### src/rtl/cmp4_pkg.sv
// Shared types and constants for the cmp4 comparator sweep driver.
package cmp4_pkg;

  typedef enum logic [1:0] {
    IDLE   = 2'd0,
    DRIVE  = 2'd1,
    SAMPLE = 2'd2,
    DONE   = 2'd3
  } state_t;

  localparam int unsigned ERR_W   = 8;
  localparam int unsigned ERR_MAX = 255;
  localparam int unsigned TMR_W   = 4;

endpackage

### src/rtl/cmp4_settle_timer.sv
// Down-counter that holds the operands for SETTLE cycles before sampling.
module cmp4_settle_timer
  import cmp4_pkg::*;
#(
  parameter int unsigned SETTLE = 1
) (
  input  logic clk,
  input  logic rst_n,
  input  logic load,
  input  logic run,
  output logic expired_c
);

  logic [TMR_W-1:0] cnt;

  // Loaded with SETTLE-1 so DRIVE lasts exactly SETTLE cycles.
  always_ff @(posedge clk or negedge rst_n) begin
    if (!rst_n) begin
      cnt <= '0;
    end else if (load) begin
      cnt <= TMR_W'(SETTLE - 1);
    end else if (run && (cnt != '0)) begin
      cnt <= cnt - TMR_W'(1);
    end
  end

  assign expired_c = (cnt == '0);

endmodule

### src/rtl/cmp4_driver.sv
// Exhaustive sweep driver/checker for a WIDTH-bit comparator.
// Optional first-failure capture enabled by CMP4_DRIVER_FIRST_FAIL_EN.
module cmp4_driver
  import cmp4_pkg::*;
#(
  parameter int unsigned WIDTH    = 4,
  parameter int unsigned SETTLE   = 1,
  parameter int unsigned POLARITY = 0
) (
  input  logic               CLK,
  input  logic               RESETN,
  input  logic               start,
  output logic               busy,
  output logic [WIDTH-1:0]   I0,
  output logic [WIDTH-1:0]   I1,
  input  logic               O,
  output logic               done,
  output logic               pass,
  output logic [ERR_W-1:0]   err_count,
  output logic [2*WIDTH-1:0] fail_vec
);

  localparam int unsigned CW = 2 * WIDTH;

  state_t           state, state_nx;
  logic [CW-1:0]    cnt;
  logic             tmr_load_c;
  logic             tmr_expired_c;
  logic             accept_c;
  logic             last_c;
  logic             mismatch_c;
  logic [ERR_W-1:0] err_nx_c;

  cmp4_settle_timer #(.SETTLE(SETTLE)) u_timer (
    .clk       (CLK),
    .rst_n     (RESETN),
    .load      (tmr_load_c),
    .run       (state == DRIVE),
    .expired_c (tmr_expired_c)
  );

  assign I0 = cnt[WIDTH-1:0];
  assign I1 = cnt[CW-1:WIDTH];

  assign accept_c   = (state == IDLE) && start;
  assign last_c     = &cnt;
  assign mismatch_c = (state == SAMPLE) && (O != ((I0 != I1) ^ 1'(POLARITY)));
  assign err_nx_c   = (mismatch_c && (err_count != ERR_W'(ERR_MAX))) ?
                      err_count + ERR_W'(1) : err_count;

  // Next-state logic; the timer reloads on every entry into DRIVE.
  always_comb begin
    state_nx   = state;
    tmr_load_c = 1'b0;
    case (state)
      IDLE: begin
        if (start) begin
          state_nx   = DRIVE;
          tmr_load_c = 1'b1;
        end
      end
      DRIVE: begin
        if (tmr_expired_c) state_nx = SAMPLE;
      end
      SAMPLE: begin
        if (last_c) begin
          state_nx = DONE;
        end else begin
          state_nx   = DRIVE;
          tmr_load_c = 1'b1;
        end
      end
      DONE:    state_nx = IDLE;
      default: state_nx = IDLE;
    endcase
  end

  always_ff @(posedge CLK or negedge RESETN) begin
    if (!RESETN) begin
      state     <= IDLE;
      busy      <= 1'b0;
      done      <= 1'b0;
      pass      <= 1'b0;
      err_count <= '0;
      cnt       <= '0;
    end else begin
      state <= state_nx;
      busy  <= (state_nx == DRIVE) || (state_nx == SAMPLE);
      done  <= (state_nx == DONE);
      if (accept_c) begin
        cnt       <= '0;
        err_count <= '0;
        pass      <= 1'b0;
      end else if (state == SAMPLE) begin
        cnt       <= cnt + CW'(1);
        err_count <= err_nx_c;
        if (last_c) pass <= (err_nx_c == '0);
      end
    end
  end

`ifdef CMP4_DRIVER_FIRST_FAIL_EN
  logic fail_seen;

  // Keep only the first mismatching {I1,I0} of each sweep.
  always_ff @(posedge CLK or negedge RESETN) begin
    if (!RESETN) begin
      fail_vec  <= '0;
      fail_seen <= 1'b0;
    end else if (accept_c) begin
      fail_vec  <= '0;
      fail_seen <= 1'b0;
    end else if (mismatch_c && !fail_seen) begin
      fail_vec  <= cnt;
      fail_seen <= 1'b1;
    end
  end
`else
  assign fail_vec = '0;
`endif

endmodule
### config.mk
export PLATFORM = sky130hd
export DESIGN_NAME = cmp4_driver
export DESIGN_NICKNAME = d
export VERILOG_FILES = /design/src/rtl/cmp4_pkg.sv /design/src/rtl/cmp4_settle_timer.sv /design/src/rtl/cmp4_driver.sv
export SDC_FILE = /design/constraint.sdc
export NUM_CORES = 1
export LEC_CHECK = 0
export BUFFER_PORTS_ARGS = -buffer_cell sky130_fd_sc_hd__buf_2
export CAP_MARGIN = 20
export CELL_PAD_IN_SITES_DETAIL_PLACEMENT = 0
export CELL_PAD_IN_SITES_GLOBAL_PLACEMENT = 1
export CORE_MARGIN = 5
export CORE_UTILIZATION = 35
export CTS_CLUSTER_DIAMETER = 100
export DETAILED_ROUTE_END_ITERATION = 16
export PLACE_DENSITY_LB_ADDON = 0.1
export SYNTH_ARGS = -nofsm -noshare
export SYNTH_HDL_FRONTEND = slang
export SYNTH_SLANG_ARGS = --single-unit
### constraint.sdc
create_clock -name CLK -period 2.1 [get_ports CLK]
set_input_delay 0.21 -clock CLK [delete_from_list [all_inputs] [get_ports CLK]]
set_output_delay 0.21 -clock CLK [all_outputs]
set_load 0.01 [all_outputs]
# Yosys cells after proc, flatten, opt, wreduce, memory -nomap -nowiden
# Cells that the tools add are included.
# totals
register_bits	25
# classes
mux	17
n_reduce_logical	14
eq_ne	9
n_addsub	3
# op_table
operator	n
$mux 8	5
$add 8x1->8 const B	2
$eq 2x2->1 const B	4
$logic_not 8->1	1
$mux 4	2
$ne 8x8->1 const B	1
$pmux 2 s4	1
$reduce_and 8->1	1
$mux 2	3
$reduce_bool 2->1	3
$mux 1	5
$eq 2x1->1 const B	2
$logic_and 1x1->1	4
$logic_not 4->1	1
$ne 4x4->1	1
$reduce_bool 4->1	1
$sub 4x1->4 const B	1
$logic_not 2->1	1
$pmux 1 s2	1
$reduce_and 2->1	1
$logic_or 1x1->1	1
$ne 1x1->1	1

# Longest topological paths before layout
# Gate-level depths: netlist of the first run.
# depth
depth_word	9
depth_mapped	8
mapped_depth_nobuf	8

# By module
# A second synthesis of the first run with hierarchy kept.
# hier_totals
cells_unflattened	154
hier_area_um2	1497.7
# by_module_without_submodules
mod	seq_area_each_um2	area_each_um2	n_inst	cells_per_inst
cmp4_driver	525.5	1249.9	1	130
cmp4_settle_timer	100.1	247.7	1	24

# Worst setup path after synthesis of the first run
# OpenSTA, ideal clock, no wires.
# synth_path
kind	register to register
from	register cnt[5]
to	register pass
stages_incl_launch_ff	7
t_arrival_ns	1.936
n_path_buf	0
t_required_ns	2.008
path_slack_ns	0.072
synth_period_minus_slack_ns	2.028
setup_ns	0.092
path_cell_list	dfrtp_1 -> xor2_1 -> nor4_4 -> mux2i_1 -> or4_4 -> nand4b_1 -> o31ai_2
# synth_via
elab_chain_cells	9
elab_cells_between_ends	12
# synth_rtl
element	line	rtl
from (decl)	cmp4_driver.sv:26	logic [CW-1:0] cnt;
from (signal assigned)	cmp4_driver.sv:95	cnt <= cnt + CW'(1);
$ne 4x4->1	cmp4_driver.sv:47	assign mismatch_c = (state == SAMPLE) && (O != ((I0 != I1) ^ 1'(POLARITY)));
$ne 1x1->1	cmp4_driver.sv:47	
$logic_and 1x1->1	cmp4_driver.sv:47	
$logic_and 1x1->1	cmp4_driver.sv:48	assign err_nx_c = (mismatch_c && (err_count != ERR_W'(ERR_MAX))) ?
$mux 8	cmp4_driver.sv:48	
$logic_not 8->1	cmp4_driver.sv:97	if (last_c) pass <= (err_nx_c == '0);
$mux 1	cmp4_driver.sv:97	
$mux 1	cmp4_driver.sv:94	end else if (state == SAMPLE) begin
$mux 1	cmp4_driver.sv:90	if (accept_c) begin
to (signal assigned)	cmp4_driver.sv:97	
to (decl)	cmp4_driver.sv:18	output logic pass,
# Several ways; a longest one is shown, not always the timed one. The select of a mux whose other input is x is not followed.
# A chain may end at the register's enable or synchronous reset.

# Worst setup path in the final report of the first run
# layout_path
from	register cnt[6]
to	register err_count[7]
# layout_via
elab_chain_cells	7
# layout_rtl
element	line	rtl
$ne 4x4->1	cmp4_driver.sv:47	
$ne 1x1->1	cmp4_driver.sv:47	
$logic_and 1x1->1	cmp4_driver.sv:47	
$logic_and 1x1->1	cmp4_driver.sv:48	
$mux 8	cmp4_driver.sv:48	
$mux 8	cmp4_driver.sv:94	
$mux 8	cmp4_driver.sv:90	
to (signal assigned)	cmp4_driver.sv:96	err_count <= err_nx_c;
to (decl)	cmp4_driver.sv:19	output logic [ERR_W-1:0] err_count,
# No other way between the ends. The select of a mux whose other input is x is not followed.

==> reports/metrics.csv, run 1 <==
stage,metric,value,unit
grt,antenna_found_initial,0,
run,cap_violations,0,
worst_setup_path,crit_path_end_kind,register,
synthesis,synthFlopType,dfrtp_1,
clock_tree,cts_sinks,25,
finish,num-fill-cells,440,
placement,placed_area,1770,sq um
floorplanning,num_rows,24,
power,powerDensity,551,nW/um^2
routing,wire_per_inst,14.6,um
floorplanning,die_area,5770,sq um
routing,drt_iter0_markers,83,
routing,route.met2.wl,1820,um
power,switchingPower,305,uW
finish,area_delta_synth_final,24.4,%
synthesis,synth.most_common_cell,dfrtp_1,
worst_setup_path,cp-start-kind,register,
finish,fin_nets,207,
placement,portBuffers,22,
grt,grt_max_degree,26,
worst_setup_path,slowest_delay,0.45,ns
routing,drt-vias-per-instance,5.14,
sta,fmax,492,MHz
sta,fin_crit_sh,96.9,%
placement,dp_hpwl,2800,um
worst_setup_path,cpMaxStageDelayCell,dfrtp_2,
synthesis,synth_seq_cells,25,
power,peakVddDrop,237,uV
synthesis,synth_top_cell_area_share,41.1,%
worst_setup_path,cp_max_fo,6,
routing,dr.pass1.iters,4,
synthesis,synthTopCellsByArea,"dfrtp_1 (41%), mux2i_1 (5.3%), buf_4 (4.4%), ha_1 (3.3%), o21ai_0 (3.0%)",
synthesis,yosysSeqAreaShare,41.1,%
finish,fin_area,1890,sq um
worst_setup_path,crit_chain,"xor2_1, nor4_4, buf_6, mux2i_4, or4_4, a21boi_1, a21o_1",
grt,grt_pass1_vias,1234,
floorplanning,io_pins,31,
worst_setup_path,cp_top_family,simple AND/OR/NAND/NOR gates,
routing,met1Wirelength,1690,um
synthesis,syn_inst,156,
synthesis,ys_warn_count,0,
synthesis,synth_area,1520,sq um
clock_tree,numCtsBuffers,3,
floorplanning,die_x,76.0,um
sta,max-slew-margin-rel,45.3,%
placement,placed_cells,244,
placement,routabilityCongestion,0.860,
grt,grt_usage,12.7,%
grt,grt_pass1_wl,6200,um
power,power.internal,740,uW
finish,layoutNonFillerInstCount,250,
hold_path,min_path_type,in2reg,
worst_setup_path,worst-path-buf-inv,1,
worst_setup_path,crit_arrival,2.25,ns
synthesis,ys_types,45,
worst_setup_path,cp.required,2.31,ns
finish,antenna_cells,0,
floorplanning,core,4290,sq um
grt,gr-total-overflow,0,
clock_tree,cts_tree,yes,
power,power,1040,uW
sta,setup-violations-final,0,
worst_setup_path,crit_type,reg2reg,
power,p_comb_share,21.3,%
sta,post-route-min-period,2.03,ns
power,power_frac_clock,27.9,%
sta,worst_slew_pin_slew,0.812,ns
routing,drc,0,
synthesis,yosys.area.top_type,dfrtp_1,
power,leakagePower,0.000965,uW
clock_tree,clk_pin_slew,0.09,ns
clock_tree,insertion_delay,0.27,ns
routing,routed-via-count,1286,
routing,met3_length,126,um
synthesis,ys_top_cells_by_count,"dfrtp_1 (25), nor2_1 (12), nand2_1 (10)",
synthesis,synth-edff-count,0,
clock_tree,root_buffer,clkbuf_8,
outcome,status,"finished, final reports clean",
clock_tree,cts_htree_levels,1,
floorplanning,die_y,76.0,um
floorplanning,start_util,35.5,%
synthesis,synth-async-reset-ratio,100,%
synthesis,synth_area_per_cell,9.76,sq um
routing,ant_nets,0,
sta,hold_viol,0,
sta,finalMaxSlewViolations,0,
sta,fin_skew,0.00600,ns
power,swShare,29.2,%
power,power_frac_seq,50.8,%
clock_tree,clock_path_buffers,2,
routing,totalWireLength,3650,um
routing,top_layer,met4,
finish,drive_above_1_share,30.8,%
==> placed cells by master, fill, tap and decap left out, types with 2 or more instances in the layout <==
cell      instances
buf_4            18
mux2_2            2
conb_1            8
nand2_1          10
ha_1              4
nor2_1           12
nand4_1           4
nor2b_1           2
dfrtp_1          24
clkbuf_8          3
nand3_1           7
inv_1             6
and2_1            2
mux2i_1           6
xnor2_1           5
or3_1             3
o211ai_1          3
a21oi_1           3
nand2b_1          3
o21ai_0           9
a22o_1            3
o21a_1            3
mux2i_4           2
buf_2            22
xor2_1            4
and3_1            2
a31oi_1           2
==> final cells by class <==
type / instances / area (sq um) / share of cell area [%]
Clock buffer: 3 / 41.3 / 2.18
Clock inverter: 1 / 5.00 / 0.264
Inverter: 6 / 22.5 / 1.19
Multi-Input combinational cell: 121 / 867 / 45.8
Sequential cell: 25 / 627 / 33.1
Tap cell: 52 / 65.1 / 3.43
Timing Repair Buffer: 42 / 267 / 14.1
==> through the flow <==
step                      TNS [ns]  hold slack [ns]  util (%)  worst slack [ns]
after floorplan                  0          -0.0856         -            0.0723
after global placement           0            0.239      41.3            0.0555
after detailed placement         0            0.246      41.3            0.0296
after CTS                        0            0.327      42.6            0.0177
after global routing       -0.0397            0.393      44.1           -0.0250
final                            0            0.338      44.1            0.0657
==> path summary, 6_finish.rpt <==
path | from | to | slack [ns] | depth (start not counted)
hold reg to reg | cnt[6] | cnt[6] | 0.52 | 1
setup reg to reg | cnt[6] | err_count[7] | 0.07 | 7
max in group asynchronous | RESETN | cnt[6] | 1.22 | 2
min in group asynchronous | RESETN | err_count[6] | 0.46 | 2
hold / removal | start | err_count[3] | 0.34 | 4
setup / recovery | cnt[6] | err_count[7] | 0.07 | 7
==> state kept, by name (all words and copies together), names as in the netlist <==
register     cells
busy             1
cnt              8
done             1
err_count        8
pass             1
state            2
u_timer.cnt      4
==> layer usage <==
| metal | track usage [%] | vias up |
|---|---|---|
| met5 | 0 | - |
| met4 | 2.67 | 0 |
| met3 | 2.37 | 2 |
| met2 | 21.1 | 23 |
| met1 | 17.1 | 633 |
| li1 | - | 628 |
==> worst reg2reg max path, cell delays in order (launching register included) <==
cell and delay (ns):
dfrtp_2 0.45, xor2_1 0.20, nor4_4 0.35, buf_6 0.18, mux2i_4 0.09, or4_4 0.43, a21boi_1 0.19, a21o_1 0.10
==> kinds of logic (layout without fill, tap and decap cells) <==
family	Yosys count	in the layout	share of synthesized area, %
DFF	25	25	41.1
xor gates and xnor gates	9	9	5.18
other	1	8	0.246
and+or+nand+nor	58	58	21.7
adders and majority gates	4	4	3.29
AOI/OAI and AO/OA	31	31	14.0
buffers and inverters	17	52	7.07
muxes	11	11	7.48
==> power groups by stage <==
| stage | sequential [uW] | clock (uW) | combinational [uW] |
|---|---|---|---|
| floorplan | 562 | 0 | 106 |
| global placement | 540 | 0 | 212 |
| detailed placement | 540 | 0 | 210 |
| CTS | 530 | 303 | 213 |
| global route | 536 | 316 | 245 |
| finish | 531 | 291 | 223 |
==> what timing repair did <==
| item | CTS | global route |
|---|---|---|
| endpoints found under the setup margin | 0 | 3 |
| resized for setup | 0 | 11 |
| hold buffers | 1 | 0 |
| hold endpoints to repair | 25 | 0 |
| buffers inserted | 0 | 1 |
Power figures use the tool's default switching activity.
==> run 2, diff against run 1 <==
Settings changed: MAX_ROUTING_LAYER set to met4, SYNTH_HIERARCHICAL set to 1.
==> reports/metrics.csv, run 2 <==
stage,metric,value,unit
outcome,status,finished with violations,
outcome,violations,setup timing,
floorplanning,core,4090,sq um
finish,area_delta_synth_final,28.7,%
hold_path,worstHoldEndpoint,state[0],
floorplanning,die_x,75.4,um
synthesis,synth-async-reset-ratio,100,%
routing,totalWireLength,3580,um
synthesis,ys_types,44,
worst_setup_path,crit_chain,"xnor2_1, nand4_2, xnor2_4, or3_4, a2111o_1, or4_4, o21ai_1",
grt,gr-total-overflow,0,
routing,drt_iter0_markers,62,
finish,drive_above_1_share,36.1,%
power,powerDensity,937,nW/um^2
finish,layout_common_cells,"buf_4 (27), dfrtp_1 (25), buf_2 (22), nand2_1 (14), nor2_1 (11)",
routing,ant_nets,0,
power,peakVddDrop,420,uV
sta,fin_skew,0.00638,ns
synthesis,synthMuxAreaShare,2.92,%
sta,hold_viol,0,
worst_setup_path,crit_path_end_kind,register,
synthesis,synth-edff-count,0,
synthesis,yosys.area.top_type,dfrtp_1,
hold_path,worstHoldStart,start,
placement,portBuffers,22,
sta,fmax,432,MHz
worst_setup_path,r2r_start,cnt[1],
worst_setup_path,crit_start,cnt[1],
sta,worst_slew_pin_slew,0.586,ns
grt,gr-usage-met3,1.98,%
synthesis,synth_seq_cells,25,
synthesis,synth_top_cell_area_share,41.8,%
worst_setup_path,cp_top_family,simple AND/OR/NAND/NOR gates,
floorplanning,start_util,36.7,%
clock_tree,numCtsBuffers,3,
placement,routabilityCongestion,0.847,
floorplanning,io_pins,31,
synthesis,synthSimpleGateAreaFrac,23.8,%
clock_tree,insertion_delay,0.27,ns
grt,grt_pass1_wl,6110,um
synthesis,synthFlopType,dfrtp_1,
worst_setup_path,worst-path-buf-inv,0,
sta,fin_crit_sh,110,%
sta,max-slew-margin-rel,60.9,%
worst_setup_path,cp-start-kind,register,
clock_tree,cts_tree,yes,
synthesis,synth_top_family_by_area,simple AND/OR/NAND/NOR gates,
synthesis,yosysSeqAreaShare,41.8,%
sta,fin_tns_setup,-0.214,ns
synthesis,synth_xor_area_share,6.35,%
finish,num-fill-cells,415,
grt,use_met1,19.0,%
synthesis,synth_compound_area_share,14.0,%
sta,rsz0062_at_grt,yes,
clock_tree,clock_path_buffers,2,
floorplanning,die_y,75.4,um
worst_setup_path,cp_max_fo,7,
sta,setup-violations-final,1,
synthesis,synth_area_per_cell,9.73,sq um
clock_tree,cts_htree_levels,1,
finish,final_util,47.2,%
grt,grt_usage,14.3,%
grt,antenna_found_initial,0,
finish,antenna_cells,0,
routing,dr.pass1.iters,4,
routing,drt-vias-per-instance,5.19,
synthesis,ys_top_cells_by_count,"dfrtp_1 (25), nand2_1 (14), nor2_1 (11)",
power,leakagePower,0.000957,uW
grt,top_usage_layer,met2,
worst_setup_path,cp.required,2.30,ns
worst_setup_path,worstReg2RegEnd,pass,
clock_tree,root_buffer,clkbuf_8,
worst_setup_path,ff2ff_setup_slack,-0.21,ns
finish,largestRegisters,"cnt: 8 flops, err_count: 8 flops, u_timer/cnt: 4 flops",
synthesis,synthTopCellsByArea,"dfrtp_1 (42%), a22o_1 (4.7%), buf_4 (4.5%), ha_1 (4.2%), nand2_1 (3.5%)",
grt,met2_usage,22.6,%
finish,fin_nets,212,
worst_setup_path,cpMaxStageDelayCell,or4_4,
synthesis,synth_area,1500,sq um
run,cap_violations,0,
floorplanning,num_rows,23,
grt,grt_pass1_vias,1315,
finish,layout_commonest_cell,buf_4,
routing,drc,0,
worst_setup_path,crit_type,reg2reg,
sta,setup_slack,-0.214,ns
synthesis,ys_warn_count,6,
synthesis,syn_inst,154,
worst_setup_path,slowest_delay,0.42,ns
sta,finalMaxSlewViolations,0,
hold_path,hold_depth,3,
synthesis,synthAdderAreaFrac,4.18,%
routing,wire_per_inst,14.2,um
worst_setup_path,reg2reg_depth,7,
floorplanning,die_area,5690,sq um
synthesis,synth.most_common_cell,dfrtp_1,
grt,grt_max_degree,26,
worst_setup_path,crit_arrival,2.52,ns
placement,dp_hpwl,2770,um
hold_path,min_path_type,in2reg,
clock_tree,clk_pin_slew,0.09,ns
clock_tree,cts_sinks,25,
sta,post-route-min-period,2.31,ns
routing,routed-via-count,1307,
sta,fin_hold_ws,0.276,ns
==> run 2: metal layers <==
metal / routed length [um] / vias up / part of all wire [%]
met2: 1710 / 25 / 48
met5: 0 / - / 0
li1: - / 636 / -
met3: 157 / 4 / 4.4
met1: 1690 / 642 / 47
met4: 24 / 0 / 0.67
==> run 2: worst max path at each step <==
stage	end	cells past startpoint
after floorplan	pass	8
after global placement	pass	7
after detailed placement	pass	7
after CTS	pass	7
after global routing	pass	7
final	pass	7
==> run 2: layout make-up <==
cell class                 count  area [sq um]  share of cell area [%]
clock inverter                 1          5.00                   0.260
sequential                    25           626                    32.5
multi-input combinational    118           843                    43.8
inverter                       4          15.0                   0.779
timing repair buffer          51           334                    17.3
clock buffer                   3          41.3                    2.14
tap                           50          62.6                    3.25
==> run 2: stage by stage <==
stage / instances / cell area, sq um / setup WS (ns) / power (uW)
after floorplan: 161 / 1550 / -0.189 / 1180
after global placement: 246 / 1830 / -0.162 / 1480
after detailed placement: 246 / 1830 / -0.228 / 1510
after CTS: 251 / 1890 / -0.223 / 1810
after global routing: 252 / 1930 / -0.285 / 1950
final: 252 / 1930 / -0.214 / 1810
==> run 2: tightest hold or removal path, stage by stage <==
cell      delay [ns]
buf_2           0.09
o21bai_1        0.08
o21ai_0         0.12
==> run 2: repair_timing <==
action                     4_1_cts  5_1_grt
buffers inserted                 0        1
setup endpoints to repair        2        3
pin swaps                        3        4
gates resized for setup          0        6
hold endpoints to repair        25        0
hold buffers                     1        0
==> run 2: cells by family (layout without fill, tap and decap cells) <==
kind of cell / count (synthesis) / count (layout)
adders and majority gates: 5 / 5
and+or+nand+nor: 63 / 63
AOI/OAI and AO/OA: 28 / 28
other: 1 / 8
xor gates and xnor gates: 10 / 10
DFF: 25 / 25
buffers and inverters: 18 / 59
muxes: 4 / 4
==> run 2: report_power, final <==
part	internal [uW]	switching (uW)
clock	133	159
sequential	568	48.5
combinational	422	475
total	1120	683
==> run 3, diff against run 2 <==
Settings changed: CTS_BUF_LIST set to sky130_fd_sc_hd__clkbuf_4.
==> reports/metrics.csv, run 3 (same netlist as run 2, synthesis figures left out) <==
stage,metric,value,unit
clock_tree,insertion_delay,0.33,ns
finish,layout_common_cells,"buf_4 (27), dfrtp_1 (25), buf_2 (22), nand2_1 (14), nor2_1 (11)",
sta,fin_crit_sh,110,%
clock_tree,clk_pin_slew,0.15,ns
routing,totalWireLength,3580,um
worst_setup_path,ff2ff_setup_slack,-0.21,ns
hold_path,min_path_type,in2reg,
worst_setup_path,cpMaxStageDelayCell,or4_4,
clock_tree,cts_tree,yes,
finish,layoutNonFillerInstCount,252,
grt,grt_max_degree,26,
finish,antenna_cells,0,
worst_setup_path,r2r_start,cnt[1],
sta,max-slew-margin-rel,60.6,%
placement,portBuffers,22,
floorplanning,io_pins,31,
worst_setup_path,cp.required,2.37,ns
routing,dr.pass1.iters,4,
placement,placed_area,1830,sq um
worst_setup_path,cp_max_fo,7,
routing,routed-via-count,1306,
routing,drt-vias-per-instance,5.18,
routing,wire_per_inst,14.2,um
sta,fin_skew,0.0120,ns
finish,layout_commonest_cell,buf_4,
sta,fmax,433,MHz
clock_tree,cts_htree_levels,1,
worst_setup_path,crit_start,cnt[1],
worst_setup_path,crit_chain,"xnor2_1, nand4_2, xnor2_4, or3_4, a2111o_1, or4_4, o21ai_1",
sta,finalMaxSlewViolations,0,
outcome,status,finished with violations,
floorplanning,start_util,36.7,%
grt,grt_pass1_vias,1308,
clock_tree,cts_sinks,25,
finish,final_util,46.7,%
placement,routabilityCongestion,0.847,
sta,worst_slew_pin_slew,0.591,ns
floorplanning,core,4090,sq um
run,cap_violations,0,
finish,largestRegisters,"cnt: 8 flops, err_count: 8 flops, u_timer/cnt: 4 flops",
routing,drt_iter0_markers,49,
routing,drc,0,
finish,drive_above_1_share,36.1,%
worst_setup_path,crit_path_end,pass,
worst_setup_path,cp-start-kind,register,
sta,setup_slack,-0.209,ns
floorplanning,die_area,5690,sq um
worst_setup_path,crit_arrival,2.58,ns
worst_setup_path,crit_type,reg2reg,
finish,fin_nets,212,
clock_tree,clock_path_buffers,2,
finish,area_delta_synth_final,27.4,%
grt,grt_usage,14.4,%
floorplanning,num_rows,23,
sta,hold_viol,0,
placement,placed_cells,246,
hold_path,worstHoldStart,start,
finish,fin_area,1910,sq um
clock_tree,root_buffer,clkbuf_4,
routing,ant_nets,0,
floorplanning,die_y,75.4,um
power,leakagePower,0.000949,uW
worst_setup_path,slowest_delay,0.42,ns
finish,num-fill-cells,417,
sta,post-route-min-period,2.31,ns
worst_setup_path,worstReg2RegEnd,pass,
sta,setup-violations-final,1,
power,powerDensity,912,nW/um^2
sta,rsz0062_at_grt,yes,
placement,dp_hpwl,2770,um
floorplanning,die_x,75.4,um
outcome,violations,setup timing,
grt,grt_pass1_wl,6130,um
worst_setup_path,crit_path_end_kind,register,
placement,dp_slack,-0.228,ns
grt,gr-total-overflow,0,
worst_setup_path,reg2reg_depth,7,
power,peakVddDrop,420,uV
grt,antenna_found_initial,0,
clock_tree,numCtsBuffers,3,
==> run 3: cell types whose count changed in the layout (fill, tap and decap cells not counted) <==
cell,delta
clkbuf_4,+3
clkbuf_8,-3
==> run 3: final cells by class <==
| class | instances | area (sq um) | share of cell area, % |
|---|---|---|---|
| Tap cell | 50 | 62.6 | 3.28 |
| Inverter | 4 | 15.0 | 0.787 |
| Timing Repair Buffer | 51 | 334 | 17.5 |
| Clock inverter | 1 | 5.00 | 0.262 |
| Multi-Input combinational cell | 118 | 843 | 44.2 |
| Sequential cell | 25 | 626 | 32.8 |
| Clock buffer | 3 | 22.5 | 1.18 |
==> run 3: worst min-delay path by stage <==
stage / to / slack, ns / depth (start not counted)
finish: state[0] / 0.21 / 3
global route: state[0] / 0.25 / 3
CTS: state[0] / 0.21 / 3
detailed placement: cnt[6] / 0.26 / 1
global placement: cnt[6] / 0.24 / 1
floorplan: busy / -0.09 / 0
==> run 3: layer usage <==
layer	up-vias	share of wire, %	global-route usage (%)
li1	636	-	-
met1	639	48	19.2
met2	25	47	22.2
met3	6	4.4	2.37
met4	0	1.1	4.85
met5	-	0	-
==> run 3: critical path: cells and delay by family, from the launching register on <==
kind | cells | cell delay (ns)
compound gates | 2 | 0.49
xor+xnor | 2 | 0.41
flops | 1 | 0.41
simple gates | 3 | 0.95
==> run 3: what timing repair did <==
item / 4_1_cts / 5_1_grt
endpoints found under the setup margin: 2 / 3
endpoints found under the hold margin: 25 / 0
cloned: 0 / 0
hold buffers: 1 / 0
buffers inserted: 0 / 1
pin swaps: 3 / 4
resized for setup: 0 / 6
==> run 3: per-stage QoR <==
step	power, uW	TNS [ns]	hold slack, ns
3_5_place_dp	1510	-0.349	0.260
3_3_place_gp	1480	-0.275	0.244
4_1_cts	1740	-0.357	0.208
6_report	1740	-0.209	0.213
2_1_floorplan	1180	-0.189	-0.0856
5_1_grt	1880	-0.378	0.251
==> run 3: where the power goes <==
group          switching (uW)  internal [uW]
Sequential               48.5            568
Combinational             474            422
Clock                     157           71.5
Total                     679           1060
